<file path="config.mk">
export PLATFORM = sky130hd
export DESIGN_NAME = fetch_queue_stage
export DESIGN_NICKNAME = d
export VERILOG_FILES = /design/src/rtl/fetch_queue_stage.sv
export SDC_FILE = /design/constraint.sdc
export NUM_CORES = 1
export LEC_CHECK = 0
export CAP_MARGIN = 10
export CORE_MARGIN = 1.5
export CORE_UTILIZATION = 58
export DETAILED_ROUTE_END_ITERATION = 6
export MAX_ROUTING_LAYER = met4
export PLACE_DENSITY_LB_ADDON = 0.1
export SLEW_MARGIN = 40
export SYNTH_ARGS = -nofsm -noshare
export SYNTH_HDL_FRONTEND = slang
export SYNTH_SLANG_ARGS = --single-unit
</file>
<file path="constraint.sdc">
create_clock -name clk -period 16 [get_ports clk]
set_input_delay 4 -clock clk [delete_from_list [all_inputs] [get_ports clk]]
set_output_delay 4 -clock clk [all_outputs]
set_load 0.01 [all_outputs]
</file>
<file path="src/rtl/fetch_queue_stage.sv">
// fetch_queue_stage: RV32I fetch with in-order response queue and IF/ID register
//   clk, reset                      : clock, synchronous active-high reset
//   StallD, FlushD                  : hold / bubble controls for the IF/ID register
//   PCSrcE, PCTargetE               : redirect request and target from execute
//   imem_req_valid/addr/ready       : non-sticky fetch request, address is PCF
//   imem_rsp_valid/data             : instruction words returned in request order
//   InstrD, PCD, PCPlus4D, ValidD   : decode-stage outputs
module fetch_queue_stage #(
    parameter int XLEN = 32,
    parameter int DEPTH = 2,
    parameter logic [XLEN-1:0] RESET_PC = '0,
    parameter logic [31:0] NOP_INSTR = 32'h0000_0013
) (
    input  logic            clk,
    input  logic            reset,
    input  logic            StallD,
    input  logic            FlushD,
    input  logic            PCSrcE,
    input  logic [XLEN-1:0] PCTargetE,
    output logic            imem_req_valid,
    output logic [XLEN-1:0] imem_req_addr,
    input  logic            imem_req_ready,
    input  logic            imem_rsp_valid,
    input  logic [31:0]     imem_rsp_data,
    output logic [31:0]     InstrD,
    output logic [XLEN-1:0] PCD,
    output logic [XLEN-1:0] PCPlus4D,
    output logic            ValidD
);
    localparam int CW = $clog2(DEPTH + 1);
    localparam int PW = DEPTH > 1 ? $clog2(DEPTH) : 1;

    logic [XLEN-1:0] pcF, rspPc, targetF;
    logic [31:0]     qInstr [DEPTH];
    logic [XLEN-1:0] qPc [DEPTH];
    logic [PW-1:0]   head, tail;
    logic [CW-1:0]   count, outstanding, dropCnt;
    logic            fire, push, pop, bubble;

    function automatic logic [PW-1:0] nextPtr(input logic [PW-1:0] p);
        return p == PW'(DEPTH - 1) ? '0 : p + 1'b1;
    endfunction

    // Credits cover queued words plus every in-flight request, stale ones included,
    // so a returning word always has a free slot.
    assign imem_req_valid = !reset && !PCSrcE &&
                            (({1'b0, count} + {1'b0, outstanding}) < (CW+1)'(DEPTH));
    assign imem_req_addr  = pcF;
    assign fire           = imem_req_valid && imem_req_ready;
    assign targetF        = PCTargetE & ~XLEN'(3);
    // A word arriving during a redirect belongs to the old path.
    assign push           = imem_rsp_valid && dropCnt == '0 && !PCSrcE;
    assign bubble         = FlushD || PCSrcE;
    assign pop            = !bubble && !StallD && count != '0;

    always_ff @(posedge clk) begin
        if (reset) begin
            pcF         <= RESET_PC;
            rspPc       <= RESET_PC;
            head        <= '0;
            tail        <= '0;
            count       <= '0;
            outstanding <= '0;
            dropCnt     <= '0;
        end else begin
            outstanding <= outstanding + CW'(fire) - CW'(imem_rsp_valid);
            if (PCSrcE) begin
                pcF     <= targetF;
                rspPc   <= targetF;
                head    <= '0;
                tail    <= '0;
                count   <= '0;
                // dropCnt is the stale subset of outstanding: after a redirect every
                // request still in flight is stale, including earlier stale ones.
                dropCnt <= outstanding - CW'(imem_rsp_valid);
            end else begin
                if (fire) pcF <= pcF + XLEN'(4);
                if (push) begin
                    rspPc <= rspPc + XLEN'(4);
                    tail  <= nextPtr(tail);
                end
                if (pop) head <= nextPtr(head);
                count <= count + CW'(push) - CW'(pop);
                if (imem_rsp_valid && dropCnt != '0) dropCnt <= dropCnt - CW'(1);
            end
        end
    end

    always_ff @(posedge clk) begin
        if (push) begin
            qInstr[tail] <= imem_rsp_data;
            qPc[tail]    <= rspPc;
        end
    end

    always_ff @(posedge clk) begin
        if (reset) begin
            InstrD   <= NOP_INSTR;
            PCD      <= '0;
            PCPlus4D <= '0;
            ValidD   <= 1'b0;
        end else if (bubble) begin
            InstrD <= NOP_INSTR;
            ValidD <= 1'b0;
        end else if (pop) begin
            InstrD   <= qInstr[head];
            PCD      <= qPc[head];
            PCPlus4D <= qPc[head] + XLEN'(4);
            ValidD   <= 1'b1;
        end else if (!StallD) begin
            InstrD <= NOP_INSTR;
            ValidD <= 1'b0;
        end
    end
endmodule

</file>
After elaboration in Yosys (flattened, before gate mapping)
Memories as Yosys holds them, arrays and structs flattened. A register that Yosys moved wholly into a read port is not among the register bits.
Cells that the tools add are included.

operators by class
  eq/ne operators = 1
  $lt $le $gt $ge = 1
  reductions and logical operators = 22
  mux-type cells = 18
  bitwise gates (word level) = 1
  add/sub/neg operators = 12

operators by type and width
  kind                   number
  $mux 32                6
  $add 32x3->32 const B  3
  $mux 1                 10
  $reduce_bool 2->1      5
  $logic_and 1x1->1      8
  $sub 2x1->2            3
  $add 2x1->2            2
  $logic_not 1->1        4
  $mux 2                 2
  $reduce_or 2->1        2
  $add 2x2->3            1
  $lt 3x2->1 const B     1
  $add 1x1->1 const B    2
  $logic_not 2->1        1
  $ne 2x1->1 const B     1
  $reduce_and 2->1       1
  $sub 2x1->2 const B    1
  $logic_or 1x1->1       1
  $not 1->1              1

storage, ports and cells
  output and inout port bits = 130
  register bits after elaboration = 169
  memories kept = 2
  logic and storage cells = 70
  RAM bits = 128

memories
  name    words  bits a word  rd ports  clocked after Yosys merged registers in  write ports  line  RTL
  qInstr  2      32           1         1                                        1            34    logic [31:0] qInstr [DEPTH];
  qPc     2      32           1         1                                        1            35    logic [XLEN-1:0] qPc [DEPTH];

Logic depth before layout (Yosys ltp)
  word-level depth = 6
  depth in mapped cells = 14
  mapped depth without buffers = 10

Least setup slack after synthesis
OpenSTA, ideal clock, no wires.

  kind = input port to output port
  start point = in PCSrcE
  end point = out imem_req_valid
  stages = 4
  slack = 7.156 ns
  buffers on the path = 2
  arrival time = 4.844 ns
  required time = 12.000 ns
  cell sequence = clkbuf_1 -> or2_2 -> buf_2 -> nor3_1

on the way
  longest elaborated chain between the ends = 3

ends and longest elaborated chain
  what                             line  RTL
  start, declared                  18    input logic PCSrcE,
  $logic_not 1->1                  46    assign imem_req_valid = !reset && !PCSrcE &&
  $logic_and 1x1->1 (2 in series)  46
  end, declared                    20    output logic imem_req_valid,

No other way between the ends.

Final worst setup path
Same ends and word-level chain as after synthesis.

==> impl_metrics.csv <==
group,metric,value,unit
finish,seq_area,6970,µm²
timing,drv_slew,0,
timing,max_slew_margin,46.3,%
clock_network,cts_made_buffers,28,
grt,first_global_vias,8846,
detailed_routing,drt_first_iter_violations,577,
logic_synthesis,synth_edf_count,124,
logic_synthesis,ys_seq_elements,286,
clock_network,cts.sinks,286,
timing,finalSetupViolations,0,
placed_design,place_congestion,0.887,
clock_network,cts_buffer_depth,3,
detailed_routing,drtPass1Iterations,7,
critical_path,worst_ep_arrival_time,5.92,ns
timing,clock.fmax,101,MHz
finish,multi_input_area,4960,µm²
grt,grt_pass1_wl,44.7,mm
grt,grt.total_usage,25.9,%
placed_design,io_buffer_count,192,
logic_synthesis,ys_seq_area_share,56.8,%
critical_path,required,12.00,ns
grt,grt-ovfl-total,0,
logic_synthesis,synth_fa_ha_area_share,1.08,%
grt,grt_start_max_net_pins,84,
detailed_routing,wirelength,27.8,mm
timing,tns,0,ns
clock_network,hold_buffers,0,
grt,met2_usage,39.8,%
timing,fin_crit_sh,62.0,%
critical_path,timing.rr.end,"PCPlus4D[24]",
die,floorplan.initialDensity,58.7,%
flow_run,maxCapViolations,0,
logic_synthesis,synthSimpleGateAreaFrac,17.5,%
detailed_routing,avgRoutedWirePerCell,17.2,µm
logic_synthesis,yosys.area.top_type,"edfxtp_1",
critical_path,start_kind,"input pin",
outcome,run_status,"completed",
timing,worst_slew_pin_slew,0.805,ns
logic_synthesis,yosysTopAreaCellShare,30.3,%
critical_path,critical_path_class,"input pin to output pin",
placed_design,dp_hpwl,18.8,mm
logic_synthesis,synth_area_leaders,"edfxtp_1, dfxtp_1, mux2i_1",
placed_design,dp.cells,1568,
finish,diodes,0,
grt,busiest_layer,"met2",
logic_synthesis,synth.distinct_cells,69,
logic_synthesis,synth_area,12300,µm²
timing,hold_viol_final,0,
power_and_ir_drop,ir_drop,0.0818,mV
clock_network,cts_setup_buffers,0,
detailed_routing,ant_nets,0,
clock_network,root_buffer,"clkbuf_16",
critical_path,crit_start,"PCSrcE",
power_and_ir_drop,powerDensity,103,nW/µm²
detailed_routing,vias,9414,
timing,final.min_clock_period,9.92,ns
die,die_area,22000,µm²
clock_network,htree_levels,1,
finish,final_cell_mix,"clkdlybuf4s50_1, dfxtp_1, nor2_1",
timing,fin_skew,0.0145,ns
finish,nNetsFinal,1405,
logic_synthesis,synthCells,1155,
placed_design,place_ws,6.09,ns
critical_path,r2r_slack,11.92,ns
timing,layout_setup_ws,6.08,ns
detailed_routing,drc,0,
logic_synthesis,yosys_warnings,0,
logic_synthesis,async_flop_share,0,%
clock_network,clk_pin_slew,0.06,ns
die,fp.dieW,148,µm
grt,met1_usage,36.9,%
logic_synthesis,synth.avg_cell_area,10.6,µm²
finish,areaGrowthSynthToFinish,24.7,%
die,die_h,148,µm
clock_network,cts_tree,"built",
min_path,min_path_type,"flip-flop to flip-flop",
finish,final_layout_size_suffix_gt1_share,6.54,%
grt,use_met3,3.37,%
clock_network,cts_resized,0,
logic_synthesis,muxShareOfSynthArea,5.84,%
die,core,20900,µm²
critical_path,endpoint,"imem_req_valid",
critical_path,crit_path_end_kind,"output pin",
grt,grt_antenna_before_repair,0,
clock_network,clock_latency,0.53,ns
finish,stdcell_count,1621,
detailed_routing,post_drt_via_cell_ratio,5.81,
finish,layout_commonest_cell,"clkdlybuf4s50_1",
logic_synthesis,synth_top_family_by_area,"simple AND/OR/NAND/NOR gates",
die,io_pins,201,
timing,rsz0062_at_grt,"false",
die,fp-row-count,53,
finish,nFillCells,1512,
timing,hold_slack,0.452,ns
logic_synthesis,synth_xor_area_share,4.07,%
critical_path,reg2reg_depth,8,
logic_synthesis,synth_compound_area_share,11.5,%
critical_path,crit_fanout,34,
logic_synthesis,synth_flop_cell,"dfxtp_1",
power_and_ir_drop,p_leak,5.03,nW
routing by layer:
layer,routed length [µm],vias up,share of wire (%)
met3,1900,42,6.8
met2,12500,362,45
met5,0,-,0
met4,441,0,1.6
li1,-,4577,-
met1,13000,4433,47
worst min-delay path by stage:
stage,slack [ns],from,cells past startpoint,to
after floorplan,0.43,rspPc[29],0,qPc[0][29]
after global placement,0.43,rspPc[29],0,qPc[0][29]
after detailed placement,0.45,PCPlus4D[11],2,PCPlus4D[11]
after CTS,0.46,PCPlus4D[11],2,PCPlus4D[11]
after global routing,0.47,PCPlus4D[11],2,PCPlus4D[11]
final,0.45,PCPlus4D[11],2,PCPlus4D[11]
synth_stat cells (4+ instances only):
cell type  count
xor2_1        23
nor4_1        13
o21ai_0       19
mux2_2        13
o21a_1        11
nand2_1       84
a21boi_0      19
ha_1           9
a22oi_1        8
edfxtp_1     124
buf_1         12
o311ai_0       4
buf_4          7
and4_1         7
clkbuf_1      42
and2_1         5
nor2_1       149
a21oi_1       59
inv_1         15
or4_1          8
a211oi_1      39
dfxtp_1      162
buf_2          9
xnor2_1       34
a31oi_1       12
and3_1        12
mux2i_1       57
nand4b_1       5
nand4_1       30
nor3_1        28
a21o_1         4
o22ai_1       10
or3_1          9
nand3b_1       7
nand3_1       53
nand2b_1       4
per-stage QoR:
step           utilization, %  cell area (µm²)  total power [W]
2_1_floorplan               -            12300         0.000886
3_3_place_gp             68.6            14300         0.000936
3_5_place_dp             68.8            14400         0.000940
4_1_cts                  73.2            15300          0.00159
5_1_grt                  73.3            15300          0.00164
6_report                 73.3            15300          0.00158
power by group:
part | leakage, nW | internal, W | total (W) | switching [W]
Combinational | 2.11 | 0.0000535 | 0.000115 | 0.0000613
Sequential | 2.46 | 0.000788 | 0.000811 | 0.0000231
Clock | 0.460 | 0.000394 | 0.000656 | 0.000262
Total | 5.03 | 0.00124 | 0.00158 | 0.000346
critical path: stages:
cell,delay [ns]
clkdlybuf4s50_1,0.39
buf_4,0.24
or2_2,0.47
nor3_1,0.23
clkdlybuf4s50_1,0.58
layout make-up:
cell class	instances	area share, %
Sequential cell	286	45.5
Multi-Input combinational cell	786	32.4
Timing Repair Buffer	206	13.3
Clock buffer	46	5.57
Tap cell	275	2.25
Clock inverter	6	0.523
Inverter	16	0.392
registers in the layout (all words and copies together), names as in the netlist, 30 cells and up, named ones only:
register	count
InstrD	32
PCD	30
imem_req_addr	30
qInstr	64
rspPc	30
qPc	60
PCPlus4D	30
logic make-up after synthesis:
kind of cell,after synthesis
adder cells (fa/ha/maj),10
multiplexers,70
other,1
buffers and inverters,88
XOR/XNOR,57
AO/OA/AOI/OAI,211
flip-flops,286
AND/OR/NAND/NOR,432
Power figures use the tool's default switching activity.
